## config.mk

```make
export PLATFORM = sky130hd
export DESIGN_NAME = alarm_controller_flat
export DESIGN_NICKNAME = d
export VERILOG_FILES = /design/src/rtl/alarm_controller_if.sv /design/src/rtl/alarm_controller.sv /design/src/flat_wrapper.sv
export SDC_FILE = /design/constraint.sdc
export NUM_CORES = 1
export LEC_CHECK = 0
export ABC_AREA = 1
export CAP_MARGIN = 0
export CORE_MARGIN = 2
export CORE_UTILIZATION = 50
export CTS_BUF_LIST = sky130_fd_sc_hd__clkbuf_16
export DETAILED_ROUTE_END_ITERATION = 10
export GPL_TIMING_DRIVEN = 0
export PLACE_DENSITY_LB_ADDON = 0.1
export SETUP_SLACK_MARGIN = 0.15
export SLEW_MARGIN = 10
export SYNTH_ARGS = -nofsm -noshare
export SYNTH_HDL_FRONTEND = slang
export SYNTH_SLANG_ARGS = --single-unit
```

## constraint.sdc

```tcl
create_clock -name clk -period 2.4 [get_ports clk]
set_input_delay 0.48 -clock clk [delete_from_list [all_inputs] [get_ports clk]]
set_output_delay 0.48 -clock clk [all_outputs]
set_load 0.005 [all_outputs]
```

## src/rtl/alarm_controller_if.sv

```systemverilog
// Signal bundle between the alarm controller and its environment: clock
// inputs from digital_clock, user controls, and the alarm status outputs.
interface alarm_controller_if;
  // Current time from digital_clock
  logic [5:0] hrs;
  logic [5:0] mins;
  logic [5:0] secs;
  // User controls
  logic       alarm_en;
  logic       set_en;
  logic [5:0] set_hrs;
  logic [5:0] set_mins;
  logic       snooze;
  logic       stop;
  // Alarm status
  logic [5:0] alarm_hrs;
  logic [5:0] alarm_mins;
  logic       ringing;
  logic       buzzer;
  logic [2:0] snooze_cnt;
  logic       set_err;

  // Environment side: drives time and controls, observes status
  modport master (
    output hrs, mins, secs, alarm_en, set_en, set_hrs, set_mins, snooze, stop,
    input  alarm_hrs, alarm_mins, ringing, buzzer, snooze_cnt, set_err
  );

  // Controller side
  modport slave (
    input  hrs, mins, secs, alarm_en, set_en, set_hrs, set_mins, snooze, stop,
    output alarm_hrs, alarm_mins, ringing, buzzer, snooze_cnt, set_err
  );
endinterface

```

## src/rtl/alarm_controller.sv

```systemverilog
// Alarm controller: watches the time from digital_clock, rings at the stored
// alarm time, supports a bounded number of snoozes and stops ringing on its
// own after a timeout. All second counting comes from changes on secs.
module alarm_controller #(
  parameter int SNOOZE_SECS = 300,
  parameter int RING_SECS   = 60,
  parameter int MAX_SNOOZE  = 3
) (
  input  logic              clk,
  input  logic              rst,   // asynchronous, active low
  alarm_controller_if.slave bus
);

  localparam logic [9:0] SNOOZE_LIM = 10'(SNOOZE_SECS);
  localparam logic [9:0] RING_LIM   = 10'(RING_SECS);
  localparam logic [2:0] SNOOZE_MAX = 3'(MAX_SNOOZE);

  typedef enum logic [1:0] {
    IDLE    = 2'd0,
    ARMED   = 2'd1,
    RINGING = 2'd2,
    SNOOZED = 2'd3
  } state_t;

  state_t     state_q, state_d;
  logic [5:0] secs_q, secs_d;
  logic [5:0] alarm_hrs_q, alarm_hrs_d;
  logic [5:0] alarm_mins_q, alarm_mins_d;
  logic       ringing_q, ringing_d;
  logic       buzzer_q, buzzer_d;
  logic [2:0] snooze_cnt_q, snooze_cnt_d;
  logic       set_err_q, set_err_d;
  logic [9:0] timer_q, timer_d;

  logic       tick;
  logic       match;
  logic       set_ok;
  logic       active;
  logic [9:0] timer_inc;

  // A new second is any change on secs, so midnight wrap is just another tick
  assign tick      = (bus.secs != secs_q);
  assign match     = tick && (bus.secs == 6'd0) &&
                     (bus.hrs == alarm_hrs_q) && (bus.mins == alarm_mins_q);
  assign set_ok    = (bus.set_hrs < 6'd24) && (bus.set_mins < 6'd60);
  assign active    = (state_q == RINGING) || (state_q == SNOOZED);
  // Timer saturates instead of wrapping
  assign timer_inc = (timer_q == 10'h3FF) ? timer_q : timer_q + 10'd1;

  // Next-state and output logic; priority: disable > set > stop > snooze > timer/match
  always_comb begin
    state_d      = state_q;
    secs_d       = bus.secs;
    alarm_hrs_d  = alarm_hrs_q;
    alarm_mins_d = alarm_mins_q;
    buzzer_d     = buzzer_q;
    snooze_cnt_d = snooze_cnt_q;
    timer_d      = timer_q;
    set_err_d    = 1'b0;

    if (!bus.alarm_en) begin
      state_d      = IDLE;
      buzzer_d     = 1'b0;
      snooze_cnt_d = 3'd0;
      timer_d      = 10'd0;
    end else if (bus.set_en) begin
      if (set_ok) begin
        alarm_hrs_d  = bus.set_hrs;
        alarm_mins_d = bus.set_mins;
        if (active) begin
          snooze_cnt_d = 3'd0;
        end
        state_d  = ARMED;
        timer_d  = 10'd0;
        buzzer_d = 1'b0;
      end else begin
        // Rejected: everything holds, only the error pulse is raised
        set_err_d = 1'b1;
      end
    end else if (bus.stop && active) begin
      state_d      = ARMED;
      snooze_cnt_d = 3'd0;
      timer_d      = 10'd0;
      buzzer_d     = 1'b0;
    end else if (bus.snooze && (state_q == RINGING) && (snooze_cnt_q < SNOOZE_MAX)) begin
      state_d      = SNOOZED;
      snooze_cnt_d = snooze_cnt_q + 3'd1;
      timer_d      = 10'd0;
      buzzer_d     = 1'b0;
    end else begin
      case (state_q)
        IDLE: begin
          state_d = ARMED;
        end
        ARMED: begin
          if (match) begin
            state_d  = RINGING;
            timer_d  = 10'd0;
            buzzer_d = 1'b1;
          end
        end
        RINGING: begin
          // A match while ringing is deliberately not looked at here
          if (tick) begin
            if (timer_inc >= RING_LIM) begin
              state_d      = ARMED;
              snooze_cnt_d = 3'd0;
              timer_d      = 10'd0;
              buzzer_d     = 1'b0;
            end else begin
              timer_d  = timer_inc;
              buzzer_d = ~buzzer_q;
            end
          end
        end
        SNOOZED: begin
          if (tick) begin
            if (timer_inc >= SNOOZE_LIM) begin
              state_d  = RINGING;
              timer_d  = 10'd0;
              buzzer_d = 1'b1;
            end else begin
              timer_d = timer_inc;
            end
          end
        end
        default: begin
          state_d = IDLE;
        end
      endcase
    end

    ringing_d = (state_d == RINGING);
  end

  // State and registered outputs; reset clears everything including the alarm time
  always_ff @(posedge clk or negedge rst) begin
    if (!rst) begin
      state_q      <= IDLE;
      secs_q       <= 6'd0;
      alarm_hrs_q  <= 6'd0;
      alarm_mins_q <= 6'd0;
      ringing_q    <= 1'b0;
      buzzer_q     <= 1'b0;
      snooze_cnt_q <= 3'd0;
      set_err_q    <= 1'b0;
      timer_q      <= 10'd0;
    end else begin
      state_q      <= state_d;
      secs_q       <= secs_d;
      alarm_hrs_q  <= alarm_hrs_d;
      alarm_mins_q <= alarm_mins_d;
      ringing_q    <= ringing_d;
      buzzer_q     <= buzzer_d;
      snooze_cnt_q <= snooze_cnt_d;
      set_err_q    <= set_err_d;
      timer_q      <= timer_d;
    end
  end

  assign bus.alarm_hrs  = alarm_hrs_q;
  assign bus.alarm_mins = alarm_mins_q;
  assign bus.ringing    = ringing_q;
  assign bus.buzzer     = buzzer_q;
  assign bus.snooze_cnt = snooze_cnt_q;
  assign bus.set_err    = set_err_q;

endmodule

```

## src/flat_wrapper.sv

```systemverilog
// flat-port wrapper written by rule: the top's interface ports become plain ports
module alarm_controller_flat 
#(
  parameter int SNOOZE_SECS = 300,
  parameter int RING_SECS   = 60,
  parameter int MAX_SNOOZE  = 3
)
  (clk, rst, bus_hrs, bus_mins, bus_secs, bus_alarm_en, bus_set_en, bus_set_hrs, bus_set_mins, bus_snooze, bus_stop, bus_alarm_hrs, bus_alarm_mins, bus_ringing, bus_buzzer, bus_snooze_cnt, bus_set_err);
  alarm_controller_if bus_i ();
  input  logic clk;
  input  logic rst;
  input wire logic [$bits(bus_i.hrs)-1:0] bus_hrs;
  input wire logic [$bits(bus_i.mins)-1:0] bus_mins;
  input wire logic [$bits(bus_i.secs)-1:0] bus_secs;
  input wire logic [$bits(bus_i.alarm_en)-1:0] bus_alarm_en;
  input wire logic [$bits(bus_i.set_en)-1:0] bus_set_en;
  input wire logic [$bits(bus_i.set_hrs)-1:0] bus_set_hrs;
  input wire logic [$bits(bus_i.set_mins)-1:0] bus_set_mins;
  input wire logic [$bits(bus_i.snooze)-1:0] bus_snooze;
  input wire logic [$bits(bus_i.stop)-1:0] bus_stop;
  output wire logic [$bits(bus_i.alarm_hrs)-1:0] bus_alarm_hrs;
  output wire logic [$bits(bus_i.alarm_mins)-1:0] bus_alarm_mins;
  output wire logic [$bits(bus_i.ringing)-1:0] bus_ringing;
  output wire logic [$bits(bus_i.buzzer)-1:0] bus_buzzer;
  output wire logic [$bits(bus_i.snooze_cnt)-1:0] bus_snooze_cnt;
  output wire logic [$bits(bus_i.set_err)-1:0] bus_set_err;
  assign bus_i.hrs = bus_hrs;
  assign bus_i.mins = bus_mins;
  assign bus_i.secs = bus_secs;
  assign bus_i.alarm_en = bus_alarm_en;
  assign bus_i.set_en = bus_set_en;
  assign bus_i.set_hrs = bus_set_hrs;
  assign bus_i.set_mins = bus_set_mins;
  assign bus_i.snooze = bus_snooze;
  assign bus_i.stop = bus_stop;
  assign bus_alarm_hrs = bus_i.alarm_hrs;
  assign bus_alarm_mins = bus_i.alarm_mins;
  assign bus_ringing = bus_i.ringing;
  assign bus_buzzer = bus_i.buzzer;
  assign bus_snooze_cnt = bus_i.snooze_cnt;
  assign bus_set_err = bus_i.set_err;
  alarm_controller #(.SNOOZE_SECS(SNOOZE_SECS), .RING_SECS(RING_SECS), .MAX_SNOOZE(MAX_SNOOZE)) u_core (.clk(clk), .rst(rst), .bus(bus_i));
endmodule
```

==> reports/qor.yml <==
floorplan:
  die_x_um: 70.8
  io_pins: 54
  die-area_um2: 5020
  start_util_pct: 51.6
  rows: 24
  core_um2: 4320
  die_y_um: 70.8
cts:
  cts_resized: 0
  clkLatencyLatePin_ns: 0.28
  cts_tree: "done"
  cts-buffers-inserted: 5
  clkSinkCount: 36
  ctsHtreeMaxLevel: 2
  cts.path.max_buffers: 2
  clk_pin_slew_ns: 0.06
  root_buffer: "clkbuf_16"
cells_and_area:
  diodes: 0
  final_area_um2: 3020
  fill_cells: 385
  nets: 397
  synthToLayoutAreaGrowth_pct: 35.3
  final_util_pct: 69.9
  layout-drive-gt1-share_pct: 13.9
logic_synthesis:
  syn_avg_cell_area_um2: 7.52
  ys_seq_area_share_pct: 40.3
  synth_edf_count: 0
  synth_fp_nets: 335
  async_reset_ff_share_pct: 100
  synthCells: 297
  synth_flop_cell: "dfrtp_1"
  synth_seq_cells: 36
  netlist_area_um2: 2230
  synth_area_leaders: "dfrtp_1 (40%), nand2_1 (15%), inv_1 (6.4%)"
  ys_types: 30
  yosysWarnings: 0
  synth_top_area_share_pct: 40.3
  synth_area_leader_cell: "dfrtp_1"
detailed_routing:
  dr_total_vias: 2050
  wire_per_inst_um: 12.4
  antenna_left: 0
  wirelength_um: 5120
  drtIter0Drc: 103
  route.detailed.drc: 0
  viasPerCell: 4.98
  drtPass1Iterations: 5
sta:
  setup_tns_ns: 0
  skew_ns: 0.00663
  hold_viol_final: 0
  rsz0062_at_grt: "no"
  fmax_mhz: 476
  fin_crit_ns: 2.10
  slew_headroom_pct: 71.0
  max_slew.worst_pin.slew_ns: 0.435
  slew_violations: 0
  setup_viol: 0
  finalCritPeriodShare_pct: 87.5
global_route:
  grtUsageTotal_pct: 22.9
  grt_pass1_vias: 2011
  grt_max_degree: 36
  gr-total-overflow: 0
  antenna_found_initial: 0
  grt_pass1_wl_um: 9030
power:
  ir_worst_vdd_mv: 0.454
  cellPowerDensity_nw_per_um2: 577
  p_total_mw: 1.74
  p_leak_nw: 1.54
critical_path:
  cp_max_fo: 10
  startpoint_type: "input port"
  critPathKind: "input port to flop"
  worstPathRequired_ns: 2.62
  cp-end-kind: "flop"
  worstPathArrival_ns: 2.32
  r2r_slack_ns: 0.37
worst_hold_path:
  hp-class: "input port to async pin"
placement:
  dp_hpwl_um: 3930
  io_buffers: 53
  place_area_um2: 2840
  place.gp.congestion: 0.867
run:
  max_cap_violations: 0
status:
  status: "completed"
[critical path, stage by stage]
cell             delay, ns
clkdlybuf4s50_1       0.48
xor2_1                0.17
nor2_1                0.12
nand3_1               0.22
nand3_1               0.21
nand3_1               0.11
nand2_2               0.10
buf_4                 0.18
inv_2                 0.07
nand2_1               0.07
nand2_1               0.05
nand2_1               0.05
[placed cells by master, fill, tap and decap left out, types with 2 or more instances in the layout]
cell type / count
mux2_2: 5
inv_2: 3
o21ai_0: 9
nor2_1: 32
nor2_4: 4
dfrtp_1: 36
xor2_1: 10
o21ai_1: 2
a21oi_1: 9
clkbuf_16: 5
nand2_1: 90
nor2_2: 3
nand4_1: 4
inv_1: 38
clkdlybuf4s50_1: 52
ha_1: 2
nand2_4: 2
nand3_1: 18
nand3_2: 12
a21oi_2: 2
nand2_2: 5
[routing by layer]
layer  part of all wire, %  track usage (%)  vias to the layer above
li1                      -                -                     1054
met1                    45             29.4                      949
met2                    49             38.4                       38
met3                   4.3             4.56                        9
met4                   1.7             8.60                        0
met5                     0                0                        -
[final timing paths]
| kind | from | endpoint | cells after the start |
|---|---|---|---|
| min | rst | u_core.bus.alarm_hrs[1]$_DFFE_PN0P_ | 2 |
| max in group asynchronous | rst | u_core.timer_q[9]$_DFFE_PN0P_ | 3 |
| max | bus_secs[0] | u_core.bus.buzzer$_DFFE_PN0P_ | 12 |
| min reg2reg | u_core.bus.alarm_hrs[5]$_DFFE_PN0P_ | u_core.bus.alarm_hrs[5]$_DFFE_PN0P_ | 2 |
| min in group clk | u_core.bus.alarm_hrs[5]$_DFFE_PN0P_ | u_core.bus.alarm_hrs[5]$_DFFE_PN0P_ | 2 |
| max reg2reg | u_core.timer_q[0]$_DFFE_PN0P_ | u_core.timer_q[0]$_DFFE_PN0P_ | 15 |
[synthesized netlist by cell type (all sizes together), types with 4 or more instances]
| cell type | number |
|---|---|
| o21ai | 11 |
| dfrtp | 36 |
| nor2 | 39 |
| nand4 | 4 |
| inv | 41 |
| a21oi | 11 |
| nand2 | 97 |
| xor2 | 10 |
| nand3 | 30 |
| mux2 | 5 |
[report_power, final]
part / total (mW) / switching [mW] / internal [mW]
clock: 0.740 / 0.252 / 0.487
sequential: 0.691 / 0.0360 / 0.655
combinational: 0.312 / 0.131 / 0.181
total: 1.74 / 0.419 / 1.32
[layout make-up]
class / count / area, µm² / share of cell area (%)
Clock inverter: 3 / 42.5 / 1.41
Inverter: 41 / 154 / 5.09
Buffer: 3 / 22.5 / 0.745
Clock buffer: 5 / 125 / 4.14
Tap cell: 52 / 65.1 / 2.15
Multi-Input combinational cell: 217 / 1160 / 38.3
Timing Repair Buffer: 55 / 556 / 18.4
Sequential cell: 36 / 901 / 29.8
[cells by family (layout without fill, tap and decap cells)]
logic type               Yosys count  after routing  synth area share [%]
AND/OR/NAND/NOR                  175            175                  37.9
buffers and inverters             44            107                  7.90
AO/OA/AOI/OAI                     24             24                  5.88
multiplexers                       5              5                  2.52
adder cells (fa/ha/maj)            2              2                  1.12
flip-flops                        36             36                  40.3
XOR/XNOR                          11             11                  4.31
[per-stage QoR]
stage	worst slack (ns)	hold slack, ns	cells
2_1_floorplan	0.651	0.184	297
3_3_place_gp	0.00948	0.490	402
3_5_place_dp	-0.00178	0.280	403
4_1_cts	0.286	0.518	412
5_1_grt	0.152	0.546	412
6_report	0.301	0.516	412
[state kept, by name, indices dropped and copies added, names as in the netlist]
signal / count
u_core.timer_q: 10
u_core.bus.alarm_hrs: 6
u_core.bus.alarm_mins: 6
u_core.secs_q: 6
u_core.bus.snooze_cnt: 3
u_core.state_q: 2
u_core.bus.buzzer: 1
u_core.bus.ringing: 1
u_core.bus.set_err: 1
[timing repair]
action | in CTS | in global routing
endpoints found under the hold margin | 1 | 0
buffers inserted | 0 | 0
hold buffers | 1 | 0
(Power assumes the default switching activity.)
==> RTL change (same settings) <==
`SNOOZE_SECS` is set to 300 in 2 places; all go to 225.
--- a/src/rtl/alarm_controller.sv
+++ b/src/rtl/alarm_controller.sv
@@ -4,3 +4,3 @@
 module alarm_controller #(
-  parameter int SNOOZE_SECS = 300,
+  parameter int SNOOZE_SECS = 225,
   parameter int RING_SECS   = 60,
--- a/src/flat_wrapper.sv
+++ b/src/flat_wrapper.sv
@@ -3,3 +3,3 @@
 #(
-  parameter int SNOOZE_SECS = 300,
+  parameter int SNOOZE_SECS = 225,
   parameter int RING_SECS   = 60,
Behaviour: same outputs for any inputs over 10 cycles, from zero or initial values and one cycle with rst low; that may be too few to reach the edited logic, so the function may still have changed.
==> RTL change against the unedited design <==
Combinational power grew 2%. Cell count up 11%. Total power is 8.4% lower. Routed wire length up 2.5%. Area after synthesis rose by 2.8%. Sequential cell count did not move. Cell area up 0.58%. Critical path depth increased by 1. Setup slack better by 0.014 ns. Register-to-register slack improved by 0.02 ns. Largest power group is now registers.
==> RTL change: results (changes against the unedited design) <==
INFO  status         run_status=complete, no violations [unchanged]
INFO  final_layout   multi_input_gate_area=1157squm [was 1156 sq um]
INFO  sta            tightest_slew=0.7756ns [was 0.4345 ns]
INFO  logic_synthesis yosysUniqueCellTypes=28 [was 30]
INFO  final_layout   drive_above_1_share=7.389% [was 13.89%]
INFO  final_layout   buffer_area_share=18.28% [was 19.13%]
INFO  sta            finClkSkew=0.001675ns [was 0.006632 ns]
INFO  placed_design  placed_area=2887squm [was 2844 sq um]
INFO  logic_synthesis synth-adder-area-share=1.090% [was 1.120%]
INFO  placed_design  finalWeightedCongestion=0.8407 [was 0.8669]
INFO  final_layout   multi_input_gates=246 [was 217]
INFO  route          drt_pre_antenna_iters=4 [was 5]
INFO  logic_synthesis fraction_of_synthesized_area_in_multiplexers=0.4905% [was 2.521%]
INFO  logic_synthesis syn_avg_cell_area=6.636squm [was 7.520 sq um]
INFO  global_routing grt_pass1_wl=8928um [was 9025 um]
INFO  power_and_ir_drop switching_share=24.96% [was 24.04%]
INFO  final_layout   buffers=57 [was 58]
INFO  logic_synthesis synth_seq_area_share=39.24% [was 40.34%]
INFO  logic_synthesis yosys-top-cells-area=sky130_fd_sc_hd__dfrtp_1 (39%), sky130_fd_sc_hd__nand2_1 (20%), sky130_fd_sc_hd__inv_1 (9.6%), sky130_fd_sc_hd__nor2_1 (7.2%), sky130_fd_sc_hd__nand3_1 (5.0%) [was sky130_fd_sc_hd__dfrtp_1 (40%), sky130_fd_sc_hd__nand2_1 (15%), sky130_fd_sc_hd__inv_1 (6.4%), sky130_fd_sc_hd__nand3_2 (5.4%), sky130_fd_sc_hd__nor2_1 (5.4%)]
INFO  worst_setup_path cp_slowest_stage_delay=0.51ns [was 0.48 ns]
INFO  final_layout   layout.cell_area.non_filler=3039squm [was 3022 sq um]
INFO  final_layout   fill_cells=391 [was 385]
INFO  placed_design  detailedPlacementHpwl=4042um [was 3934 um]
INFO  final_layout   layout.clock.cell_area_share=4.405% [was 5.549%]
INFO  final_layout   num-nets-final=444 [was 397]
INFO  placed_design  placed_cells=451 [was 403]
INFO  final_layout   finished_layout_cells=458 [was 412]
INFO  global_routing groute.usage.overall=21.93% [was 22.91%]
INFO  global_routing vias_in_the_first_global_route=2,034 [was 2,011]
INFO  power_and_ir_drop switching_power=398.6uW [was 419.1 uW]
INFO  worst_setup_path reg2reg_setup_slack=0.39ns [was 0.37 ns]
INFO  worst_setup_path rr_worst_depth=13 [was 15]
INFO  power_and_ir_drop pwr.group.sequential=687uW [was 691 uW]
[RTL change: changes by cell type after synthesis, moves of 4 or more]
| cell | delta |
|---|---|
| sky130_fd_sc_hd__mux2_2 | -4 |
| sky130_fd_sc_hd__inv_1 | +21 |
| sky130_fd_sc_hd__xor2_1 | -8 |
| sky130_fd_sc_hd__o21ai_0 | -6 |
| sky130_fd_sc_hd__a21oi_1 | +9 |
| sky130_fd_sc_hd__nand3_1 | +5 |
| sky130_fd_sc_hd__nand3_2 | -10 |
| sky130_fd_sc_hd__nand2_1 | +31 |
| sky130_fd_sc_hd__nor2_1 | +12 |
[RTL change: metrics by stage]
stage          setup slack [ns]   TNS [ns]
6_report                 0.3149          0
5_1_grt                  0.1448          0
4_1_cts                  0.2671          0
3_5_place_dp          -0.003150  -0.003150
3_3_place_gp           0.008896          0
2_1_floorplan            0.6135          0
[RTL change: path summary, 6_finish.rpt]
path,startpoint,endpoint
min in group clk,u_core.bus.snooze_cnt[2],u_core.bus.snooze_cnt[2]
worst max register to register,u_core.timer_q[1],u_core.bus.snooze_cnt[0]
worst min register to register,u_core.bus.snooze_cnt[2],u_core.bus.snooze_cnt[2]
worst min-delay path,rst,u_core.bus.alarm_hrs[1]
worst max-delay path,bus_secs[4],u_core.timer_q[7]
max in group asynchronous,rst,u_core.timer_q[0]
[RTL change: routing by layer]
layer | up-vias | routed length [um] | GRT usage (%)
li1 | 1180 | - | -
met1 | 1017 | 2473 | 30.31
met2 | 46 | 2457 | 34.77
met3 | 9 | 241 | 5.063
met4 | 0 | 79 | 5.870
met5 | - | 0 | 0
[RTL change: what timing repair did]
item,CTS,global route
resized for setup,0,6
hold endpoints to repair,0,0
setup buffers,0,0
setup endpoints to repair,0,11
